`config.mk`:
```
export PLATFORM = sky130hd
export DESIGN_NAME = uart_rx_os16
export DESIGN_NICKNAME = d
export VERILOG_FILES = /design/src/rtl/my_uart_pkg.sv /design/src/rtl/uart_baud_tick.sv /design/src/rtl/uart_rx_os16.sv
export SDC_FILE = /design/constraint.sdc
export NUM_CORES = 1
export LEC_CHECK = 0
export BUFFER_PORTS_ARGS = -buffer_cell sky130_fd_sc_hd__buf_2
export CORE_MARGIN = 2
export CORE_UTILIZATION = 63
export DETAILED_ROUTE_END_ITERATION = 7
export GPL_ROUTABILITY_DRIVEN = 0
export PLACE_DENSITY = 0.81
export SYNTH_ARGS = -nofsm -noshare
export SYNTH_HDL_FRONTEND = slang
export SYNTH_HIERARCHICAL = 1
export SYNTH_SLANG_ARGS = --single-unit
```
`constraint.sdc`:
```
create_clock -name clk -period 4.8 [get_ports clk]
set_input_delay 0.24 -clock clk [delete_from_list [all_inputs] [get_ports clk]]
set_output_delay 0.24 -clock clk [all_outputs]
set_load 0.02 [all_outputs]
```
`src/rtl/my_uart_pkg.sv`:
```
// Shared UART definitions: default bit timing, frame shape and receiver FSM states.
// Used by uart_rx_os16 and uart_baud_tick.
package my_uart_pkg;

    // Default clk cycles per 1/16 bit tick (8'd163)
    localparam int unsigned UART_CLK_DIV_DEF    = 163;
    localparam int unsigned UART_NUM_DWORD_BITS = 8;
    localparam int unsigned UART_NUM_STOP_BITS  = 1;
    localparam int unsigned UART_OS_RATE        = 16;
    localparam int unsigned UART_OS_MID         = 8;

    typedef enum logic [2:0] {
        IDLE,
        START,
        DATA,
        PARITY,
        STOP
    } uart_rx_state_t;

endpackage

```
`src/rtl/uart_baud_tick.sv`:
```
// Oversampling tick generator: counts 0..CLK_DIV-1 and pulses tick_o on the wrap cycle.
// clr_i restarts the count so the tick phase can be aligned to an incoming frame.
module uart_baud_tick #(
    parameter int unsigned CLK_DIV = 163
) (
    input  logic clk,
    input  logic rst,
    input  logic clr_i,
    output logic tick_o
);

    localparam int unsigned CNT_W = (CLK_DIV > 2) ? $clog2(CLK_DIV) : 1;

    logic [CNT_W-1:0] cnt_q, cnt_d;

    assign tick_o = (cnt_q == CNT_W'(CLK_DIV - 1));

    always_comb begin
        cnt_d = cnt_q + CNT_W'(1);
        if (clr_i || tick_o) begin
            cnt_d = '0;
        end
    end

    always_ff @(posedge clk) begin
        if (rst) begin
            cnt_q <= '0;
        end else begin
            cnt_q <= cnt_d;
        end
    end

endmodule

```
`src/rtl/uart_rx_os16.sv`:
```
// 16x oversampling 8N1 UART receiver with a valid/ready byte output.
// Optional even-parity checking is enabled by defining UART_RX_PARITY_EN.
module uart_rx_os16
    import my_uart_pkg::*;
#(
    parameter int unsigned CLK_DIV   = UART_CLK_DIV_DEF,
    parameter int unsigned DATA_BITS = UART_NUM_DWORD_BITS,
    parameter int unsigned STOP_BITS = UART_NUM_STOP_BITS
) (
    input  logic                 clk,
    input  logic                 rst,
    input  logic                 rx_i,
    output logic [DATA_BITS-1:0] rx_data_o,
    output logic                 rx_valid_o,
    input  logic                 rx_ready_i,
    output logic                 frame_err_o,
    output logic                 parity_err_o,
    output logic                 overrun_o,
    output logic                 busy_o
);

    localparam int unsigned IDX_W = (DATA_BITS > 1) ? $clog2(DATA_BITS) : 1;

    logic                 sync1_q, sync2_q;
    logic                 rx_s;
    logic                 tick, tick_clr;
    uart_rx_state_t       state_q, state_d;
    logic [3:0]           samp_q, samp_d;
    logic [IDX_W-1:0]     bit_q, bit_d;
    logic [1:0]           stop_q, stop_d;
    logic [DATA_BITS-1:0] shift_q, shift_d;
    logic                 ferr_acc_q, ferr_acc_d;
    logic                 wait_high_q, wait_high_d;
    logic [DATA_BITS-1:0] data_q, data_d;
    logic                 valid_q, valid_d;
    logic                 ferr_q, ferr_d;
    logic                 ovr_q, ovr_d;
    logic                 complete;
    logic                 last_samp;
`ifdef UART_RX_PARITY_EN
    logic                 perr_acc_q, perr_acc_d;
    logic                 perr_q, perr_d;
`endif

    assign rx_s = sync2_q;

    uart_baud_tick #(
        .CLK_DIV(CLK_DIV)
    ) u_tick (
        .clk   (clk),
        .rst   (rst),
        .clr_i (tick_clr),
        .tick_o(tick)
    );

    assign last_samp = (samp_q == 4'(UART_OS_RATE - 1));

    always_comb begin
        state_d     = state_q;
        samp_d      = samp_q;
        bit_d       = bit_q;
        stop_d      = stop_q;
        shift_d     = shift_q;
        ferr_acc_d  = ferr_acc_q;
        wait_high_d = wait_high_q;
        tick_clr    = 1'b0;
        complete    = 1'b0;
`ifdef UART_RX_PARITY_EN
        perr_acc_d  = perr_acc_q;
`endif
        case (state_q)
            IDLE: begin
                // After a frame that ended low (break), re-arm only once the line idles high
                if (wait_high_q) begin
                    if (rx_s) begin
                        wait_high_d = 1'b0;
                    end
                end else if (!rx_s) begin
                    state_d    = START;
                    tick_clr   = 1'b1;
                    samp_d     = '0;
                    bit_d      = '0;
                    stop_d     = '0;
                    ferr_acc_d = 1'b0;
`ifdef UART_RX_PARITY_EN
                    perr_acc_d = 1'b0;
`endif
                end
            end
            START: begin
                if (tick) begin
                    samp_d = samp_q + 4'd1;
                    if (samp_q == 4'(UART_OS_MID - 1)) begin
                        if (rx_s) begin
                            state_d = IDLE;
                        end else begin
                            samp_d  = '0;
                            state_d = DATA;
                        end
                    end
                end
            end
            DATA: begin
                if (tick) begin
                    samp_d = samp_q + 4'd1;
                    if (last_samp) begin
                        shift_d[bit_q] = rx_s;
                        if (bit_q == IDX_W'(DATA_BITS - 1)) begin
`ifdef UART_RX_PARITY_EN
                            state_d = PARITY;
`else
                            state_d = STOP;
`endif
                        end else begin
                            bit_d = bit_q + IDX_W'(1);
                        end
                    end
                end
            end
`ifdef UART_RX_PARITY_EN
            PARITY: begin
                if (tick) begin
                    samp_d = samp_q + 4'd1;
                    if (last_samp) begin
                        perr_acc_d = rx_s ^ (^shift_q);
                        state_d    = STOP;
                    end
                end
            end
`endif
            STOP: begin
                if (tick) begin
                    samp_d = samp_q + 4'd1;
                    if (last_samp) begin
                        if (!rx_s) begin
                            ferr_acc_d = 1'b1;
                        end
                        // Leave at mid-stop-bit so the next start edge is caught early
                        if (stop_q == 2'(STOP_BITS - 1)) begin
                            state_d     = IDLE;
                            complete    = 1'b1;
                            wait_high_d = !rx_s;
                        end else begin
                            stop_d = stop_q + 2'd1;
                        end
                    end
                end
            end
            default: begin
                state_d = IDLE;
            end
        endcase
    end

    always_comb begin
        data_d  = data_q;
        valid_d = valid_q;
        ferr_d  = ferr_q;
        ovr_d   = 1'b0;
`ifdef UART_RX_PARITY_EN
        perr_d  = perr_q;
`endif
        if (valid_q && rx_ready_i) begin
            valid_d = 1'b0;
        end
        // A new byte always wins; an unread old byte is lost and flagged
        if (complete) begin
            data_d  = shift_q;
            ferr_d  = ferr_acc_d;
            valid_d = 1'b1;
            ovr_d   = valid_q && !rx_ready_i;
`ifdef UART_RX_PARITY_EN
            perr_d  = perr_acc_q;
`endif
        end
    end

    always_ff @(posedge clk) begin
        if (rst) begin
            sync1_q     <= 1'b1;
            sync2_q     <= 1'b1;
            state_q     <= IDLE;
            samp_q      <= '0;
            bit_q       <= '0;
            stop_q      <= '0;
            shift_q     <= '0;
            ferr_acc_q  <= 1'b0;
            wait_high_q <= 1'b0;
            data_q      <= '0;
            valid_q     <= 1'b0;
            ferr_q      <= 1'b0;
            ovr_q       <= 1'b0;
`ifdef UART_RX_PARITY_EN
            perr_acc_q  <= 1'b0;
            perr_q      <= 1'b0;
`endif
        end else begin
            sync1_q     <= rx_i;
            sync2_q     <= sync1_q;
            state_q     <= state_d;
            samp_q      <= samp_d;
            bit_q       <= bit_d;
            stop_q      <= stop_d;
            shift_q     <= shift_d;
            ferr_acc_q  <= ferr_acc_d;
            wait_high_q <= wait_high_d;
            data_q      <= data_d;
            valid_q     <= valid_d;
            ferr_q      <= ferr_d;
            ovr_q       <= ovr_d;
`ifdef UART_RX_PARITY_EN
            perr_acc_q  <= perr_acc_d;
            perr_q      <= perr_d;
`endif
        end
    end

    assign rx_data_o   = data_q;
    assign rx_valid_o  = valid_q;
    assign frame_err_o = ferr_q;
    assign overrun_o   = ovr_q;
    assign busy_o      = (state_q != IDLE);
`ifdef UART_RX_PARITY_EN
    assign parity_err_o = perr_q;
`else
    assign parity_err_o = 1'b0;
`endif

endmodule

```
==> results.md, run 1 <==
- Status: finished, final reports clean
- Total power: 624 uW
- Synth top area share: 40.6%
- H-tree depth: 2
- Vias in the first global route: 1410
- Mux contribution to synthesized area: 3.78%
- Largest area contributor in the netlist: dfxtp_1
- Worst Clk Skew: 0.0120 ns
- Net Sw Power: 144 uW
- Yosys warns: 6
- First-pass GRT wire length: 6540 um
- Core ar.: 3280 sq um
- Post-synth EDFFs: 0
- PwrDens: 277 nW/um^2
- First DRT Iteration DRCs: 124
- Syn nets: 256
- Simple-Gate Fraction of Synth Area: 27.2%
- CP top delay family: simple AND/OR/NAND/NOR gates
- Largest stage delay, worst path: 0.77 ns
- Ports: 17
- Slowest cell on crit path: nor4_1
- Die area: 3840 sq um
- CTS Hold Bufs: 0
- Final Cycle Share: 60.9%
- Top cells by count, synth: 43 x dfxtp_1, 26 x nand2_1, 23 x a21oi_1, 20 x nor2_1
- Clk slew on worst S/H paths: 0.13 ns
- Initial antenna violation count: 0
- Syn Inst Count: 246
- TNS Setup: 0 ns
- Crit path time final: 2.92 ns
- Total track usage: 22.9%
- Fillers: 284
- Fraction of the mapped netlist area in compound gates: 16.8%
- Critical path fanouts, max: 11
- Initial Utilization: 64.5%
- Synthesized area per cell: 8.61 sq um
- Peak VDD IR: 143 uV
- Synth cell types: 52
- Largest family of logic cells by synthesized area: simple AND/OR/NAND/NOR gates
- Die X: 62.0 um
- Final hold violations: 0
- CTS Buffer Depth: 2
- Final HPWL from detailed placement: 2800 um
- Synth Register Bits: 43
- Internal power: 481 uW
- Post-cts resize count: 0
- Setup crit start kind: register
- # diodes: 0
- Most used DFF post-synth: dfxtp_1
- Post-Synth Adder-Cell Area: 3.54%
- Logic gate share of total power: 4.7%
- Core Rows: 21
- Via count: 1754
- Critical Path RT: 5.04 ns
- HP Class: in -> reg
- Routed Antenna Nets: 0
- GRT Residual Overflow: 0
- CP bufs+invs: 0
- Area contributors post-synth: dfxtp_1 41%, a21oi_1 5.4%, nand2_1 4.6%
- Hold slack: 0.0653 ns
- CTS tree: built
- Share of cells above drive strength 1: 11.7%
- Routed WL: 4050 um
- Switching part of the total: 23.0%
- Area Growth Syn to Fin: 6.44%
- Most common cell in the netlist: dfxtp_1
- Per-cell routed wire length: 13.4 um
- Vias per cell: 5.81
- RSZ-0062 raised after global routing: false
- TritonCTS Buffers: 5
- Clock power frac: 36.5%
- Crit-path cells: ha_1 > nand4bb_4 > nor4_1 > and4_1 > nand3_1 > nor3b_1 > nor3_1
- Max cap viols: 0
- Register area share after synthesis: 40.6%
- # clock sinks: 43
- Cell Area, Synth: 2120 sq um
- Worst hold stages: 2
- Leak: 0.838 nW
- IO Port Bufs: 15
- Final Max Slew Viols: 0
- Root Buffer: clkbuf_4
- Net count, final: 265
- Die Y: 62.0 um
- Crit Path Class: reg -> reg
- R2R depth: 7
- Pin count of the biggest net entering global routing: 38
- Worst Path Arrival: 3.16 ns
- Sequential cell fraction of total power: 58.8%
- CP Capture Type: register
- Fraction of registers with async set/reset: 0%
- Actual slew at the worst max-slew pin: 0.986 ns
- Post-Synth XOR/XNOR Area: 2.07%
- Final setup vio count: 0
- DRC Markers: 0
- Worst-skew pair later-pin latency: 0.36 ns
- Setup bufs post-CTS: 0
- Maximum clock frequency: 0.342 GHz
- Worst path depth: 7
- Worst slew margin: 33.7%
- First drt pass iteration count: 5
[power groups by stage]
stage	Combinational, mW	Clock [mW]	Sequential (mW)
2_1_floorplan	0.0287	0	0.371
3_3_place_gp	0.0293	0	0.375
3_5_place_dp	0.0292	0	0.375
4_1_cts	0.0293	0.234	0.367
5_1_grt	0.0325	0.250	0.368
6_report	0.0295	0.228	0.367
[worst register-to-register path: stages (launching register included)]
cell,delay [ns]
dfxtp_1,0.41
ha_1,0.21
nand4bb_4,0.13
nor4_1,0.77
and4_1,0.52
nand3_1,0.40
nor3b_1,0.30
nor3_1,0.06
[cell type report]
type                    count  area, sq um  share of cell area (%)
clock buffers               5         37.5                    1.66
inverters                  12         45.0                    2.00
clock inverters             3         43.8                    1.94
repair buffers             15         75.1                    3.33
well taps                  46         57.6                    2.55
flip-flops and latches     43          861                    38.2
multi-input cells         178         1130                    50.3
[registers in the layout, indices dropped and copies added, names as in the netlist]
signal and cells:
bit_q 3, ferr_acc_q 1, frame_err_o 1, overrun_o 1, rx_data_o 8, rx_s 1, rx_valid_o 1, samp_q 4
shift_q 8, state_q 3, stop_q 2, sync1_q 1, u_tick/cnt_q 8, wait_high_q 1
[final timing paths]
check,endpoint,from,slack [ns]
max,frame_err_o$_SDFFE_PP0P_,u_tick/cnt_q[1]$_SDFF_PP0_,1.88
min,sync1_q$_SDFF_PP1_,rx_i,0.07
max reg2reg,frame_err_o$_SDFFE_PP0P_,u_tick/cnt_q[1]$_SDFF_PP0_,1.88
min reg2reg,rx_s$_SDFF_PP1_,sync1_q$_SDFF_PP1_,0.42
[layer usage]
metal | GRT usage (%) | vias up | routed length, um
li1 | - | 910 | -
met1 | 32.6 | 797 | 1960
met2 | 32.9 | 42 | 1820
met3 | 7.04 | 5 | 221
met4 | 7.90 | 0 | 51
met5 | 0 | - | 0
[stage by stage]
step                      util, %  cells  cell area [sq um]  setup WS [ns]
after CTS                    68.6    302               2250           1.92
after detailed placement     66.2    294               2170           1.93
after floorplan                 -    246               2120           2.45
final                        68.6    302               2250           1.88
after global routing         68.6    302               2250           1.58
after global placement       66.2    294               2170           2.05
[cell usage in the layout, fill, tap and decap left out, types with 3 or more instances in the layout]
master / synthesis / final
nor4_1: 3 / 3
mux2i_1: 8 / 8
nor3b_1: 3 / 3
buf_2: 2 / 15
ha_1: 6 / 6
dfxtp_1: 43 / 43
nand2_1: 26 / 26
inv_1: 12 / 12
a21oi_1: 23 / 23
nor3_1: 6 / 6
xor2_1: 3 / 3
or3_1: 4 / 4
nand3_1: 12 / 12
nand2b_1: 3 / 3
o211ai_1: 3 / 3
clkbuf_4: 0 / 5
nand4_1: 11 / 11
a32o_1: 3 / 3
nor2_1: 20 / 20
o21ai_0: 7 / 7
[logic make-up (layout without fill, tap and decap cells)]
family | Yosys count | in the layout
and+or+nand+nor | 105 | 105
AOI/OAI and AO/OA | 53 | 53
DFF | 43 | 43
buffers and inverters | 25 | 35
muxes | 8 | 8
adders and majority gates | 6 | 6
xor gates and xnor gates | 5 | 5
other | 1 | 1
Note: power is estimated with default switching activity, not from simulation.
==> inputs of run 2 (changes only) <==
--- a/config.mk
+++ b/config.mk
@@ -5,12 +5,13 @@
 export SDC_FILE = /design/constraint.sdc
 export NUM_CORES = 1
 export LEC_CHECK = 0
+export ABC_AREA = 1
 export BUFFER_PORTS_ARGS = -buffer_cell sky130_fd_sc_hd__buf_2
 export CORE_MARGIN = 2
-export CORE_UTILIZATION = 63
+export CORE_UTILIZATION = 59
 export DETAILED_ROUTE_END_ITERATION = 7
 export GPL_ROUTABILITY_DRIVEN = 0
-export PLACE_DENSITY = 0.81
+export PLACE_DENSITY = 0.77
 export SYNTH_ARGS = -nofsm -noshare
 export SYNTH_HDL_FRONTEND = slang
 export SYNTH_HIERARCHICAL = 1
==> constraint.sdc (replaced) <==
create_clock -name clk -period 2.75 [get_ports clk]
set_input_delay 0.1375 -clock clk [delete_from_list [all_inputs] [get_ports clk]]
set_output_delay 0.1375 -clock clk [all_outputs]
set_load 0.02 [all_outputs]
==> results.md, run 2 <==
- Status: finished, final reports clean (unchanged)
- Final setup vio count: 0 (unchanged)
- Most frequent cells in the layout: 67 x nand2_1, 53 x nor2_1, 43 x dfxtp_1 (was 43 x dfxtp_1, 26 x nand2_1, 23 x a21oi_1)
- Final hold violations: 0 (unchanged)
- Initial Utilization: 63.2% (was 64.5%)
- Crit-path cells: inv_1 > ha_1 > nand2_1 > nor2_1 > nand2_2 > inv_1 > nand2_1 > nor3_4 > o21ai_0 > nor2_1 (was ha_1 > nand4bb_4 > nor4_1 > and4_1 > nand3_1 > nor3b_1 > nor3_1)
- Worst-skew pair later-pin latency: 0.35 ns (was 0.36 ns)
- # clock sinks: 43 (unchanged)
- RSZ-0062 raised after global routing: false (unchanged)
- Synth top area share: 39.9% (was 40.6%)
- Cell Area, Synth: 2160 sq um (was 2120 sq um)
- Most common cell in the netlist: nand2_1 (was dfxtp_1)
- Synth cell types: 35 (was 52)
- HP Class: in -> reg (unchanged)
- Largest stage delay, worst path: 0.51 ns (was 0.77 ns)
- Vias in the first global route: 1765 (was 1410)
- Top cells by count, synth: 67 x nand2_1, 53 x nor2_1, 43 x dfxtp_1, 40 x inv_1 (was 43 x dfxtp_1, 26 x nand2_1, 23 x a21oi_1, 20 x nor2_1)
- DRC Markers: 0 (unchanged)
- Post-DP Area: 2250 sq um (was 2170 sq um)
- Most used DFF post-synth: dfxtp_1 (unchanged)
- IO Port Bufs: 15 (unchanged)
- Root Buffer: clkbuf_4 (unchanged)
- Largest area contributor in the netlist: dfxtp_1 (unchanged)
- CP Capture Type: register (unchanged)
- PwrDens: 825 nW/um^2 (was 277 nW/um^2)
- Final Max Slew Viols: 0 (unchanged)
- Actual slew at the worst max-slew pin: 0.684 ns (was 0.986 ns)
- Post-synth EDFFs: 0 (unchanged)
- Fraction of registers with async set/reset: 0% (unchanged)
- Crit Path Class: reg -> reg (unchanged)
- Layout Utilization: 67.8% (was 68.6%)
- Synth Register Bits: 43 (unchanged)
- Clock power frac: 15.9% (was 36.5%)
- Maximum clock frequency: 0.508 GHz (was 0.342 GHz)
- Largest family of logic cells by synthesized area: simple AND/OR/NAND/NOR gates (unchanged)
- Die X: 64.5 um (was 62.0 um)
- Internal power: 1.07 mW (was 481 uW)
- Area contributors post-synth: dfxtp_1 40%, nand2_1 12%, nor2_1 9.2% (was dfxtp_1 41%, a21oi_1 5.4%, nand2_1 4.6%)
- Syn Inst Count: 306 (was 246)
- Post-Synth Adder-Cell Area: 3.48% (was 3.54%)
- Slowest cell on crit path: nor3_4 (was nor4_1)
- Leak: 1.06 nW (was 0.838 nW)
- Post-Synth XOR/XNOR Area: 0.812% (was 2.07%)
- CTS Buffer Depth: 2 (unchanged)
- Mux contribution to synthesized area: 0% (was 3.78%)
- Critical path fanouts, max: 15 (was 11)
- GRT Residual Overflow: 0 (unchanged)
- Design area: 2310 sq um (was 2250 sq um)
- Clk slew on worst S/H paths: 0.13 ns (about the same)
- Worst slew margin: 54.4% (was 33.7%)
- Max cap viols: 0 (unchanged)
- Routed WL: 4210 um (was 4050 um)
- Core Rows: 21 (unchanged)
- Layout Cells excl Fill: 370 (was 302)
- Synthesized area per cell: 7.05 sq um (was 8.61 sq um)
- Register area share after synthesis: 39.9% (was 40.6%)
- Area Growth Syn to Fin: 7.31% (was 6.44%)
- Setup crit start kind: register (unchanged)
- Net count, final: 333 (was 265)
- Die Y: 64.5 um (was 62.0 um)
- Per-cell routed wire length: 11.4 um (was 13.4 um)
- Most common cell after layout, fill and taps aside: nand2_1 (was dfxtp_1)
- Switching part of the total: 44.2% (was 23.0%)
- CTS tree: built (unchanged)
- Placed cells: 361 (was 294)
- First DRT Iteration DRCs: 177 (was 124)
- Worst Path Arrival: 2.27 ns (was 3.16 ns)
- # diodes: 0 (unchanged)
- Vias per cell: 5.09 (was 5.81)
- Ports: 17 (unchanged)
- Syn nets: 316 (was 256)
- Net Sw Power: 844 uW (was 144 uW)
- Core ar.: 3420 sq um (was 3280 sq um)
- Worst Clk Skew: 0.00637 ns (was 0.0120 ns)
- Sequential cell fraction of total power: 41.6% (was 58.8%)
- Fraction of the mapped netlist area in compound gates: 12.0% (was 16.8%)
- First-pass GRT wire length: 7780 um (was 6540 um)
- H-tree depth: 2 (unchanged)
- Critical Path RT: 3.05 ns (was 5.04 ns)
- TNS Setup: 0 ns (unchanged)
- Share of cells above drive strength 1: 14.2% (was 11.7%)
- Routed Antenna Nets: 0 (unchanged)
- Peak VDD IR: 367 uV (was 143 uV)
- Via count: 1885 (was 1754)
- First drt pass iteration count: 4 (was 5)
- Final HPWL from detailed placement: 2990 um (was 2800 um)
- Total track usage: 24.0% (was 22.9%)
- TritonCTS Buffers: 5 (unchanged)
- Crit path time final: 1.97 ns (was 2.92 ns)
- Setup bufs post-CTS: 0 (unchanged)
- Final Cycle Share: 71.6% (was 60.9%)
- Die area: 4160 sq um (was 3840 sq um)
- Pin count of the biggest net entering global routing: 24 (was 38)
- Logic gate share of total power: 42.5% (was 4.7%)
- Simple-Gate Fraction of Synth Area: 34.2% (was 27.2%)
- Yosys warns: 6 (unchanged)
- Initial antenna violation count: 0 (unchanged)
-- run 2: cell count changes in the layout (fill, tap and decap cells not counted), sizes merged, moves of 5 or more --
cell	previous run	this run
nand2	26	71
nor2	20	60
inv	12	42
nand4	11	2
o21ai	8	17
mux2i	8	0
a21oi	23	18
-- run 2: area by class of cell --
type                       instances  area (sq um)
inverter                          42           158
sequential                        43           861
timing repair buffer              17          92.6
fill                             309          1100
tap                               46          57.6
clock buffer                       6          41.3
multi-input combinational        214          1090
clock inverter                     2          12.5
-- run 2: power groups by stage --
stage                     combinational [mW]  sequential [mW]  clock, mW
after detailed placement               0.803            0.806          0
after global placement                 0.789            0.803          0
after floorplan                        0.696            0.769          0
final                                  0.812            0.794      0.303
after CTS                              0.809            0.792      0.315
after global routing                   0.960            0.808      0.347
-- run 2: final timing paths --
| kind | depth (start not counted) | startpoint | slack, ns | endpoint |
|---|---|---|---|---|
| setup reg to reg | 10 | u_tick/cnt_q[0]$_SDFF_PP0_ | 0.78 | rx_data_o[7]$_SDFFE_PP0P_ |
| setup / recovery | 10 | u_tick/cnt_q[0]$_SDFF_PP0_ | 0.78 | rx_data_o[7]$_SDFFE_PP0P_ |
| hold / removal | 3 | rx_ready_i | 0.04 | overrun_o$_SDFF_PP0_ |
| hold reg to reg | 1 | sync1_q$_SDFF_PP1_ | 0.43 | rx_s$_SDFF_PP1_ |
-- run 2: per-stage QoR --
step / worst slack [ns] / power, mW / hold slack (ns)
floorplan: 1.13 / 1.47 / 0.241
global placement: 0.858 / 1.59 / 0.334
detailed placement: 0.789 / 1.61 / 0.334
CTS: 0.754 / 1.92 / 0.0284
global route: 0.551 / 2.12 / 0.0284
finish: 0.782 / 1.91 / 0.0412
-- run 2: critical path, delay by kind of cell, from the launching register on --
family / cells / cell delay (ns)
compound gates: 1 / 0.18
fa+ha+maj: 1 / 0.16
buf+inv: 2 / 0.19
flops: 1 / 0.36
simple gates: 6 / 1.02
-- run 2: what timing repair did --
action / 4_1_cts / 5_1_grt
gates resized for setup: 0 / 0
hold endpoints to repair: 1 / 0
hold buffers: 1 / 0
-- run 2: cells by family after synthesis --
family,Yosys count
buffers and inverters,49
AO/OA/AOI/OAI,43
other,1
XOR/XNOR,2
AND/OR/NAND/NOR,162
flip-flops,43
adder cells (fa/ha/maj),6
-- run 2: per-layer routing --
layer  global-route usage, %  part of all wire, %  vias to the layer above
li1                        -                    -                      996
met1                    31.1                   49                      842
met2                    38.3                   46                       41
met3                    6.94                  4.7                        6
met4                    8.24                 0.90                        0
met5                       0                    0                        -
==> inputs of run 3 (changes only) <==
--- a/config.mk
+++ b/config.mk
@@ -5,7 +5,7 @@
 export SDC_FILE = /design/constraint.sdc
 export NUM_CORES = 1
 export LEC_CHECK = 0
-export ABC_AREA = 1
+export ABC_AREA = 0
 export BUFFER_PORTS_ARGS = -buffer_cell sky130_fd_sc_hd__buf_2
 export CORE_MARGIN = 2
 export CORE_UTILIZATION = 59
==> constraint.sdc (replaced) <==
create_clock -name clk -period 1.9 [get_ports clk]
set_input_delay 0.095 -clock clk [delete_from_list [all_inputs] [get_ports clk]]
set_output_delay 0.095 -clock clk [all_outputs]
set_load 0.02 [all_outputs]
==> results.md, run 3 (same netlist as run 1, synthesis figures left out) <==
- Status: finished with violations (was finished, final reports clean)
- Violated checks: setup timing
- Largest stage delay, worst path: 0.40 ns (was 0.51 ns)
- Logic gate share of total power: 6.4% (was 42.5%)
- Routed WL: 5100 um (was 4210 um)
- First drt pass iteration count: 4 (unchanged)
- Clk slew on worst S/H paths: 0.13 ns (about the same)
- Setup ws final: -0.0532 ns (was 0.782 ns)
- Maximum clock frequency: 0.512 GHz (was 0.508 GHz)
- RSZ-0062 raised after global routing: true (was false)
- Total track usage: 25.2% (was 24.0%)
- Area Growth Syn to Fin: 28.4% (was 7.31%)
- Net count, final: 299 (was 333)
- Die area: 4090 sq um (was 4160 sq um)
- Sequential cell fraction of total power: 52.9% (was 41.6%)
- Via count: 1989 (was 1885)
- Slowest cell on crit path: or4_1 (was nor3_4)
- TritonCTS Buffers: 5 (unchanged)
- Initial Utilization: 62.5% (was 63.2%)
- R2R Setup Slk: -0.05 ns (was 0.78 ns)
- CTS Buffer Depth: 2 (unchanged)
- Per-cell routed wire length: 15.2 um (was 11.4 um)
- PwrDens: 641 nW/um^2 (was 825 nW/um^2)
- Critical path fanouts, max: 5 (was 15)
- Core ar.: 3390 sq um (was 3420 sq um)
- HP Class: in -> reg (unchanged)
- Critical Path RT: 2.19 ns (was 3.05 ns)
- Worst-skew pair later-pin latency: 0.36 ns (was 0.35 ns)
- Ports: 17 (unchanged)
- First DRT Iteration DRCs: 103 (was 177)
- Peak VDD IR: 711 uV (was 367 uV)
- Die Y: 63.9 um (was 64.5 um)
- DRC Markers: 0 (unchanged)
- # diodes: 0 (unchanged)
- Core Rows: 21 (unchanged)
- Initial antenna violation count: 0 (unchanged)
- # clock sinks: 43 (unchanged)
- Crit path time final: 1.95 ns (was 1.97 ns)
- Total power: 1.74 mW (was 1.91 mW)
- Actual slew at the worst max-slew pin: 0.677 ns (was 0.684 ns)
- Net Sw Power: 374 uW (was 844 uW)
- Die X: 63.9 um (was 64.5 um)
- Switching part of the total: 21.4% (was 44.2%)
- Setup crit start kind: register (unchanged)
- Fillers: 244 (was 309)
- Most frequent cells in the layout: 41 x dfxtp_1, 25 x buf_4, 21 x a21oi_1 (was 67 x nand2_1, 53 x nor2_1, 43 x dfxtp_1)
- Worst Path Arrival: 2.24 ns (was 2.27 ns)
- Final Cycle Share: 103% (was 71.6%)
- Pin count of the biggest net entering global routing: 38 (was 24)
- Max cap viols: 0 (unchanged)
- First-pass GRT wire length: 8180 um (was 7780 um)
- Root Buffer: clkbuf_4 (unchanged)
- Worst slew margin: 54.8% (was 54.4%)
- Final HPWL from detailed placement: 3230 um (was 2990 um)
- Layout Utilization: 80.3% (was 67.8%)
- GRT Residual Overflow: 0 (unchanged)
- Final hold violations: 0 (unchanged)
- Final setup vio count: 7 (was 0)
- Share of cells above drive strength 1: 31.4% (was 14.2%)
- Internal power: 1.37 mW (was 1.07 mW)
- Clock power frac: 40.7% (was 15.9%)
- Vias per cell: 5.92 (was 5.09)
- Leak: 1.05 nW (was 1.06 nW)
- Crit Path Class: reg -> reg (unchanged)
- H-tree depth: 2 (unchanged)
- Most common cell after layout, fill and taps aside: dfxtp_1 (was nand2_1)
- CTS tree: built (unchanged)
- IO Port Bufs: 15 (unchanged)
- CP Capture Type: register (unchanged)
- Routed Antenna Nets: 0 (unchanged)
- Final Max Slew Viols: 0 (unchanged)
- Worst Clk Skew: 0.0184 ns (was 0.00637 ns)
- Vias in the first global route: 1791 (was 1765)
- Crit-path cells: inv_2 > ha_4 > nand4bb_4 > nor4_4 > inv_1 > a32o_2 > or4_1 > a21oi_1 (was inv_1 > ha_1 > nand2_1 > nor2_1 > nand2_2 > inv_1 > nand2_1 > nor3_4 > o21ai_0 > nor2_1)
[run 3: changes by cell type in the layout (fill, tap and decap cells not counted), sizes merged, moves of 5 or more]
cell   previous run  this run
nand2            71        26
nor2             60        20
buf              16        46
inv              42        12
nand4             2        11
o21ai            17         8
mux2i             0         8
a21oi            18        23
[run 3: worst paths after layout]
path | from | endpoint | depth (start not counted)
setup / recovery | u_tick/cnt_q[0]$_SDFF_PP0_ | state_q[1]$_SDFFE_PP0P_ | 8
hold / removal | rst | shift_q[2]$_SDFFE_PP0P_ | 2
setup reg to reg | u_tick/cnt_q[0]$_SDFF_PP0_ | state_q[1]$_SDFFE_PP0P_ | 8
hold reg to reg | sync1_q$_SDFF_PP1_ | rx_s$_SDFF_PP1_ | 1
[run 3: area by class of cell]
cell class              instances  area (sq um)  share of cell area [%]
multi-input cells             179          1300                    47.9
flip-flops and latches         43           863                    31.7
repair buffers                 48           350                    12.9
clock inverters                 2          60.1                    2.21
well taps                      46          57.6                    2.12
inverters                      12          45.0                    1.66
clock buffers                   6          41.3                    1.52
[run 3: timing repair]
action	CTS	global route
hold endpoints to repair	1	1
cloned	0	2
pin swaps	0	20
buffers inserted	0	3
setup endpoints to repair	4	30
hold buffers	1	1
resized for setup	2	33
[run 3: worst max-delay path: cells and delay by family (launching register included)]
kind | cells | cell delay [ns]
AOI/OAI and AO/OA | 2 | 0.42
adders and majority gates | 1 | 0.13
buffers and inverters | 2 | 0.19
DFF | 1 | 0.34
and+or+nand+nor | 3 | 0.84
[run 3: per-layer routing]
metal  track usage [%]  vias up  wire length (um)
li1                  -      975                 -
met1              32.0      952              2240
met2              42.6       56              2560
met3              5.99        6               243
met4              6.79        0                59
met5                 0        -                 0
[run 3: power by group through the flow]
stage	registers, mW	logic (mW)	clock network, mW
after floorplan	0.940	0.0766	0
after global placement	0.941	0.105	0
after detailed placement	0.942	0.106	0
after CTS	0.921	0.108	0.714
after global routing	0.923	0.125	0.751
final	0.922	0.112	0.709
[run 3: stage by stage]
step	cells	area (sq um)	hold slack [ns]	setup slack [ns]	TNS (ns)
3_3_place_gp	322	2450	0.282	0.0518	0
2_1_floorplan	246	2170	0.199	-0.0452	-0.117
4_1_cts	331	2570	0.0110	-0.00741	-0.0178
5_1_grt	336	2720	0.278	-0.166	-2.24
3_5_place_dp	322	2450	0.285	0.00845	0
6_report	336	2720	0.253	-0.0532	-0.204
